**src/rtl/bcd2bin_if.sv**
```systemverilog
// Register-bus side of the BCD-to-binary converter: request, operand and result/status.
interface bcd2bin_if #(
    parameter int unsigned BCD_N = 4,
    parameter int unsigned BIN_N = 14
);
    localparam int unsigned W  = BIN_N - 1;
    localparam int unsigned BW = 4 * BCD_N;

    logic          start;
    logic          sign;
    logic [BW-1:0] bcd;
    logic          ready;
    logic          done_tick;
    logic [W-1:0]  bin;
    logic          bin_sign;
    logic          err;
    logic          ovf;

    modport master (
        output start, sign, bcd,
        input  ready, done_tick, bin, bin_sign, err, ovf
    );

    modport slave (
        input  start, sign, bcd,
        output ready, done_tick, bin, bin_sign, err, ovf
    );
endinterface

```
**src/rtl/bcd2bin.sv**
```systemverilog
// Sequential signed-BCD to sign-magnitude binary converter (reverse double-dabble,
// one bit per cycle) with invalid-digit and saturating overflow reporting.
module bcd2bin #(
    parameter int unsigned BCD_N = 4,
    parameter int unsigned BIN_N = 14
) (
    input  logic       clk,
    input  logic       reset,
    bcd2bin_if.slave   bus
);
    localparam int unsigned W  = BIN_N - 1;
    localparam int unsigned BW = 4 * BCD_N;
    localparam int unsigned CW = (W > 1) ? $clog2(W) : 1;

    typedef enum logic [1:0] {S_IDLE, S_OP, S_DONE} state_t;

    state_t        state_q, state_d;
    logic [BW-1:0] bcd_q, bcd_d;
    logic [W-1:0]  acc_q, acc_d;
    logic          sign_q, sign_d;
    logic [CW-1:0] n_q, n_d;
    logic          ready_q, ready_d;
    logic          done_q, done_d;
    logic [W-1:0]  bin_q, bin_d;
    logic          bin_sign_q, bin_sign_d;
    logic          err_q, err_d;
    logic          ovf_q, ovf_d;

    logic             digit_bad_c;
    logic [BW+W-1:0]  shifted_c;
    logic [BW-1:0]    bcd_adj_c;

    // Any incoming nibble above 9 marks the operand as invalid.
    always_comb begin
        digit_bad_c = 1'b0;
        for (int unsigned i = 0; i < BCD_N; i++) begin
            if (bus.bcd[4*i +: 4] > 4'd9) digit_bad_c = 1'b1;
        end
    end

    // One reverse double-dabble step: shift right, then correct nibbles >= 8 by -3.
    always_comb begin
        shifted_c = {bcd_q, acc_q} >> 1;
        for (int unsigned i = 0; i < BCD_N; i++) begin
            bcd_adj_c[4*i +: 4] = shifted_c[W + 4*i + 3] ? (shifted_c[W + 4*i +: 4] - 4'd3)
                                                          : shifted_c[W + 4*i +: 4];
        end
    end

    always_ff @(posedge clk or negedge reset) begin
        if (!reset) begin
            state_q    <= S_IDLE;
            bcd_q      <= '0;
            acc_q      <= '0;
            sign_q     <= 1'b0;
            n_q        <= '0;
            ready_q    <= 1'b1;
            done_q     <= 1'b0;
            bin_q      <= '0;
            bin_sign_q <= 1'b0;
            err_q      <= 1'b0;
            ovf_q      <= 1'b0;
        end else begin
            state_q    <= state_d;
            bcd_q      <= bcd_d;
            acc_q      <= acc_d;
            sign_q     <= sign_d;
            n_q        <= n_d;
            ready_q    <= ready_d;
            done_q     <= done_d;
            bin_q      <= bin_d;
            bin_sign_q <= bin_sign_d;
            err_q      <= err_d;
            ovf_q      <= ovf_d;
        end
    end

    always_comb begin
        state_d    = state_q;
        bcd_d      = bcd_q;
        acc_d      = acc_q;
        sign_d     = sign_q;
        n_d        = n_q;
        done_d     = 1'b0;
        bin_d      = bin_q;
        bin_sign_d = bin_sign_q;
        err_d      = err_q;
        ovf_d      = ovf_q;

        case (state_q)
            S_IDLE: begin
                if (bus.start) begin
                    bcd_d  = bus.bcd;
                    sign_d = bus.sign;
                    acc_d  = '0;
                    n_d    = CW'(W - 1);
                    err_d  = 1'b0;
                    ovf_d  = 1'b0;
                    if (digit_bad_c) begin
                        state_d    = S_DONE;
                        done_d     = 1'b1;
                        err_d      = 1'b1;
                        bin_d      = '0;
                        bin_sign_d = 1'b0;
                    end else begin
                        state_d = S_OP;
                    end
                end
            end
            S_OP: begin
                bcd_d = bcd_adj_c;
                acc_d = shifted_c[W-1:0];
                if (n_q == '0) begin
                    state_d = S_DONE;
                    done_d  = 1'b1;
                    // Leftover decimal content means the value did not fit in W bits.
                    if (bcd_adj_c != '0) begin
                        ovf_d      = 1'b1;
                        bin_d      = '1;
                        bin_sign_d = sign_q;
                    end else begin
                        bin_d      = shifted_c[W-1:0];
                        bin_sign_d = sign_q && (shifted_c[W-1:0] != '0);
                    end
                end else begin
                    n_d = n_q - CW'(1);
                end
            end
            S_DONE:  state_d = S_IDLE;
            default: state_d = S_IDLE;
        endcase

        ready_d = (state_d == S_IDLE);
    end

    assign bus.ready     = ready_q;
    assign bus.done_tick = done_q;
    assign bus.bin       = bin_q;
    assign bus.bin_sign  = bin_sign_q;
    assign bus.err       = err_q;
    assign bus.ovf       = ovf_q;
endmodule

```
**src/flat_wrapper.sv**
```systemverilog
// flat-port wrapper written by rule: the top's interface ports become plain ports
module bcd2bin_flat 
#(
    parameter int unsigned BCD_N = 4,
    parameter int unsigned BIN_N = 14
)
  (clk, reset, bus_start, bus_sign, bus_bcd, bus_ready, bus_done_tick, bus_bin, bus_bin_sign, bus_err, bus_ovf);
  bcd2bin_if #(.BCD_N(BCD_N), .BIN_N(BIN_N)) bus_i ();
  input  logic clk;
  input  logic reset;
  input wire logic [$bits(bus_i.start)-1:0] bus_start;
  input wire logic [$bits(bus_i.sign)-1:0] bus_sign;
  input wire logic [$bits(bus_i.bcd)-1:0] bus_bcd;
  output wire logic [$bits(bus_i.ready)-1:0] bus_ready;
  output wire logic [$bits(bus_i.done_tick)-1:0] bus_done_tick;
  output wire logic [$bits(bus_i.bin)-1:0] bus_bin;
  output wire logic [$bits(bus_i.bin_sign)-1:0] bus_bin_sign;
  output wire logic [$bits(bus_i.err)-1:0] bus_err;
  output wire logic [$bits(bus_i.ovf)-1:0] bus_ovf;
  assign bus_i.start = bus_start;
  assign bus_i.sign = bus_sign;
  assign bus_i.bcd = bus_bcd;
  assign bus_ready = bus_i.ready;
  assign bus_done_tick = bus_i.done_tick;
  assign bus_bin = bus_i.bin;
  assign bus_bin_sign = bus_i.bin_sign;
  assign bus_err = bus_i.err;
  assign bus_ovf = bus_i.ovf;
  bcd2bin #(.BCD_N(BCD_N), .BIN_N(BIN_N)) u_core (.clk(clk), .reset(reset), .bus(bus_i));
endmodule
```
**config.mk**
```make
export PLATFORM = sky130hd
export DESIGN_NAME = bcd2bin_flat
export DESIGN_NICKNAME = d
export VERILOG_FILES = /design/src/rtl/bcd2bin_if.sv /design/src/rtl/bcd2bin.sv /design/src/flat_wrapper.sv
export SDC_FILE = /design/constraint.sdc
export NUM_CORES = 1
export LEC_CHECK = 0
export BUFFER_PORTS_ARGS = -buffer_cell sky130_fd_sc_hd__buf_2
export CAP_MARGIN = 20
export CORE_MARGIN = 1
export CORE_UTILIZATION = 45
export DETAILED_ROUTE_END_ITERATION = 10
export PLACE_DENSITY = 0.66
export SLEW_MARGIN = 20
export SYNTH_ARGS = -nofsm -noshare
export SYNTH_HDL_FRONTEND = slang
export SYNTH_SLANG_ARGS = --single-unit
```
**constraint.sdc**
```tcl
create_clock -name clk -period 3.3 [get_ports clk]
set_input_delay 0.165 -clock clk [delete_from_list [all_inputs] [get_ports clk]]
set_output_delay 0.165 -clock clk [all_outputs]
set_load 0.02 [all_outputs]
```
==> qor.yml <==
status: "completed"
final_core_util_pct: 54.4
crit_type: "reg -> reg"
dpl_cell_area_sq_um: 2680
multiInputGateArea_sq_um: 1030
yosys.area.top_type_share_pct: 53.1
insertion_delay_ps: 300
finClkSkew_ps: 8.51
initial_utilization_pct: 47.3
grt_pass1_vias: 1704
mostFrequentLayoutCell: "nand2_1"
pre_cts_ws_ps: 1250
period_share_pct: 62.2
fin_area_sq_um: 2810
slew_headroom_pct: 40.2
via_per_inst: 5.29
drt_iter0_drc: 128
irDropWorstVdd_v: 0.000523
finalCriticalPeriod_ps: 2050
cp-end-kind: "flip-flop"
grt_start_max_net_pins: 40
cp-start-kind: "flip-flop"
drtAntennaViolNets: 0
hold_viol: 0
postLayoutSetupSlackWorst_ps: 1250
worstReg2RegStart: "u_core.state_q[0]$_DFF_PN0_"
p_per_area_nw_per_um2: 759
fin_cells: 367
dp_hpwl_microns: 3500
synth_top_family_by_area: "simple AND/OR/NAND/NOR gates"
syn-mean-instance-area_sq_um: 9.35
wl_microns: 4890
synth_area_leaders: "dfrtp_1 (53%), nand2_1 (10%), nand3_1 (3.7%), nor2_1 (3.4%), a221o_1 (3.3%)"
min_path_type: "in -> reg"
htree_levels: 2
netlist_area_sq_um: 2450
p_leak_nw: 1.44
cp_data_required_time_ps: 3480
dieArea_sq_um: 5740
layout.area.seq_sq_um: 1330
synth_cells: 262
final_cell_mix: "nand2_1 (67), dfrtp_1 (52), buf_2 (37)"
clk_pin_slew_ps: 90
synth-xor-area-share_pct: 2.50
cts.sinks: 53
worstRegToRegCells: 4
synth-simple-area-share_pct: 23.7
worst_pin_slew_ps: 897
grt_util_all_layers_pct: 19.6
cp_data_arrival_time_ps: 2240
finalSetupViolCount: 0
ys_seq_area_share_pct: 54.2
diodes: 0
drv_cap: 0
synth_ff_type: "dfrtp_1"
rows: 26
vias: 1943
final_max_slew_viol_count: 0
fillers: 453
synth_compound_area_share_pct: 12.6
ys_ff_latch: 53
cts_setup_buffers: 0
first_pass_iters: 4
yosys_warnings: 0
ys_types: 37
yosysTopAreaCell: "dfrtp_1"
place_congestion: 0.777
cp_max_fo: 29
wl_per_cell_microns: 13.3
rsz0062_at_grt: "false"
cts_hold_buf: 1
fp.coreArea_sq_um: 5170
max_freq_mhz: 487
cts_tree: "done"
syn2layout_area_growth_pct: 14.9
cts-root-buf: "clkbuf_8"
cts_buffers: 5
synth_edf_count: 0
die_w_microns: 75.8
fin_tns_setup_ps: 0
grt_pass1_wl_microns: 8300
overflow: 0
holdCritStartpoint: "bus_sign"
syn_nets: 286
dp.cells: 358
cts_resized: 0
reg2reg_slack_ps: 1250
async_flop_share_pct: 100
drc: 0
cts_max_path_buffers: 2
ios: 38
die_height_microns: 75.8
nets: 320
min_to: "u_core.sign_q$_DFFE_PN0P_"
r2r_end: "u_core.bcd_q[2]$_DFFE_PN0P_"
drive_above_1_share_pct: 19.2
port_buffers: 37
synthAdderAreaFrac_pct: 2.04
synthMuxAreaShare_pct: 1.23
hold_depth: 3
antenna_found_initial: 0
state kept, by name, summed over array words and instances (netlist names), 2 cells and up:
| name | flops |
|---|---|
| u_core.bcd_q | 16 |
| u_core.n_q | 4 |
| u_core.acc_q | 12 |
| u_core.bus.bin | 13 |
| u_core.state_q | 2 |
cell usage after synthesis, types with 3 or more instances:
| library cell | n |
|---|---|
| a221o_1 | 8 |
| a21oi_1 | 5 |
| a31oi_1 | 5 |
| nor4_1 | 4 |
| o22ai_1 | 5 |
| xnor2_1 | 6 |
| nor3_1 | 3 |
| nand2b_1 | 4 |
| ha_1 | 4 |
| o21ai_0 | 10 |
| dfrtp_1 | 52 |
| clkbuf_1 | 9 |
| nor2_1 | 22 |
| mux2i_1 | 3 |
| nand3_1 | 18 |
| buf_2 | 4 |
| nand2_1 | 67 |
| inv_1 | 5 |
| o21ai_1 | 10 |
routing by layer:
| layer | vias up | share of wire [%] | global-route usage (%) |
|---|---|---|---|
| met2 | 50 | 43 | 28.7 |
| li1 | 970 | - | - |
| met1 | 918 | 52 | 29.4 |
| met4 | 0 | 0.74 | 4.32 |
| met3 | 5 | 5.0 | 4.76 |
| met5 | - | 0 | 0 |
per-stage QoR:
step	hold WS [ps]	power [W]
final	51.9	0.00213
after global routing	56.1	0.00229
after CTS	47.0	0.00215
after detailed placement	316	0.00170
after global placement	319	0.00168
after floorplan	-131	0.00152
area by class of cell:
class / instances / area share (%)
clock inverter: 2 / 1.33
clock buffer: 6 / 2.94
sequential: 53 / 47.2
multi-input combinational: 188 / 36.6
inverter: 6 / 0.801
tap: 70 / 3.11
timing repair buffer: 42 / 8.01
cells by family after synthesis:
kind of cell / Yosys count
simple gates: 127
fa+ha+maj: 4
compound gates: 47
flops: 53
xor+xnor: 7
buf+inv: 21
mux: 3
worst max-delay path: stages (launching register included):
cell and delay (ps):
dfrtp_1 420, or3b_1 760, nand2_1 300, inv_2 130
a221o_1 310
how the worst max path moves through the flow:
stage	startpoint	end	slack, ps	depth (start not counted)
final	u_core.state_q[0]$_DFF_PN0_	u_core.bcd_q[2]$_DFFE_PN0P_	1250	4
after CTS	u_core.state_q[0]$_DFF_PN0_	u_core.bcd_q[4]$_DFFE_PN0P_	1240	4
after global routing	u_core.bcd_q[9]$_DFFE_PN0P_	u_core.bus.bin_sign$_DFFE_PN0P_	1100	6
after global placement	u_core.state_q[0]$_DFF_PN0_	u_core.bcd_q[1]$_DFFE_PN0P_	1300	4
after floorplan	u_core.bcd_q[5]$_DFFE_PN0P_	u_core.bus.bin_sign$_DFFE_PN0P_	1470	6
after detailed placement	u_core.state_q[0]$_DFF_PN0_	u_core.bcd_q[2]$_DFFE_PN0P_	1250	4
power by group:
group | total [W] | switching, W | internal [W] | leakage [nW]
clock | 0.000448 | 0.000202 | 0.000247 | 0.0574
combinational | 0.000676 | 0.000376 | 0.000299 | 0.704
sequential | 0.00101 | 0.000200 | 0.000810 | 0.683
(Power assumes the default switching activity.)
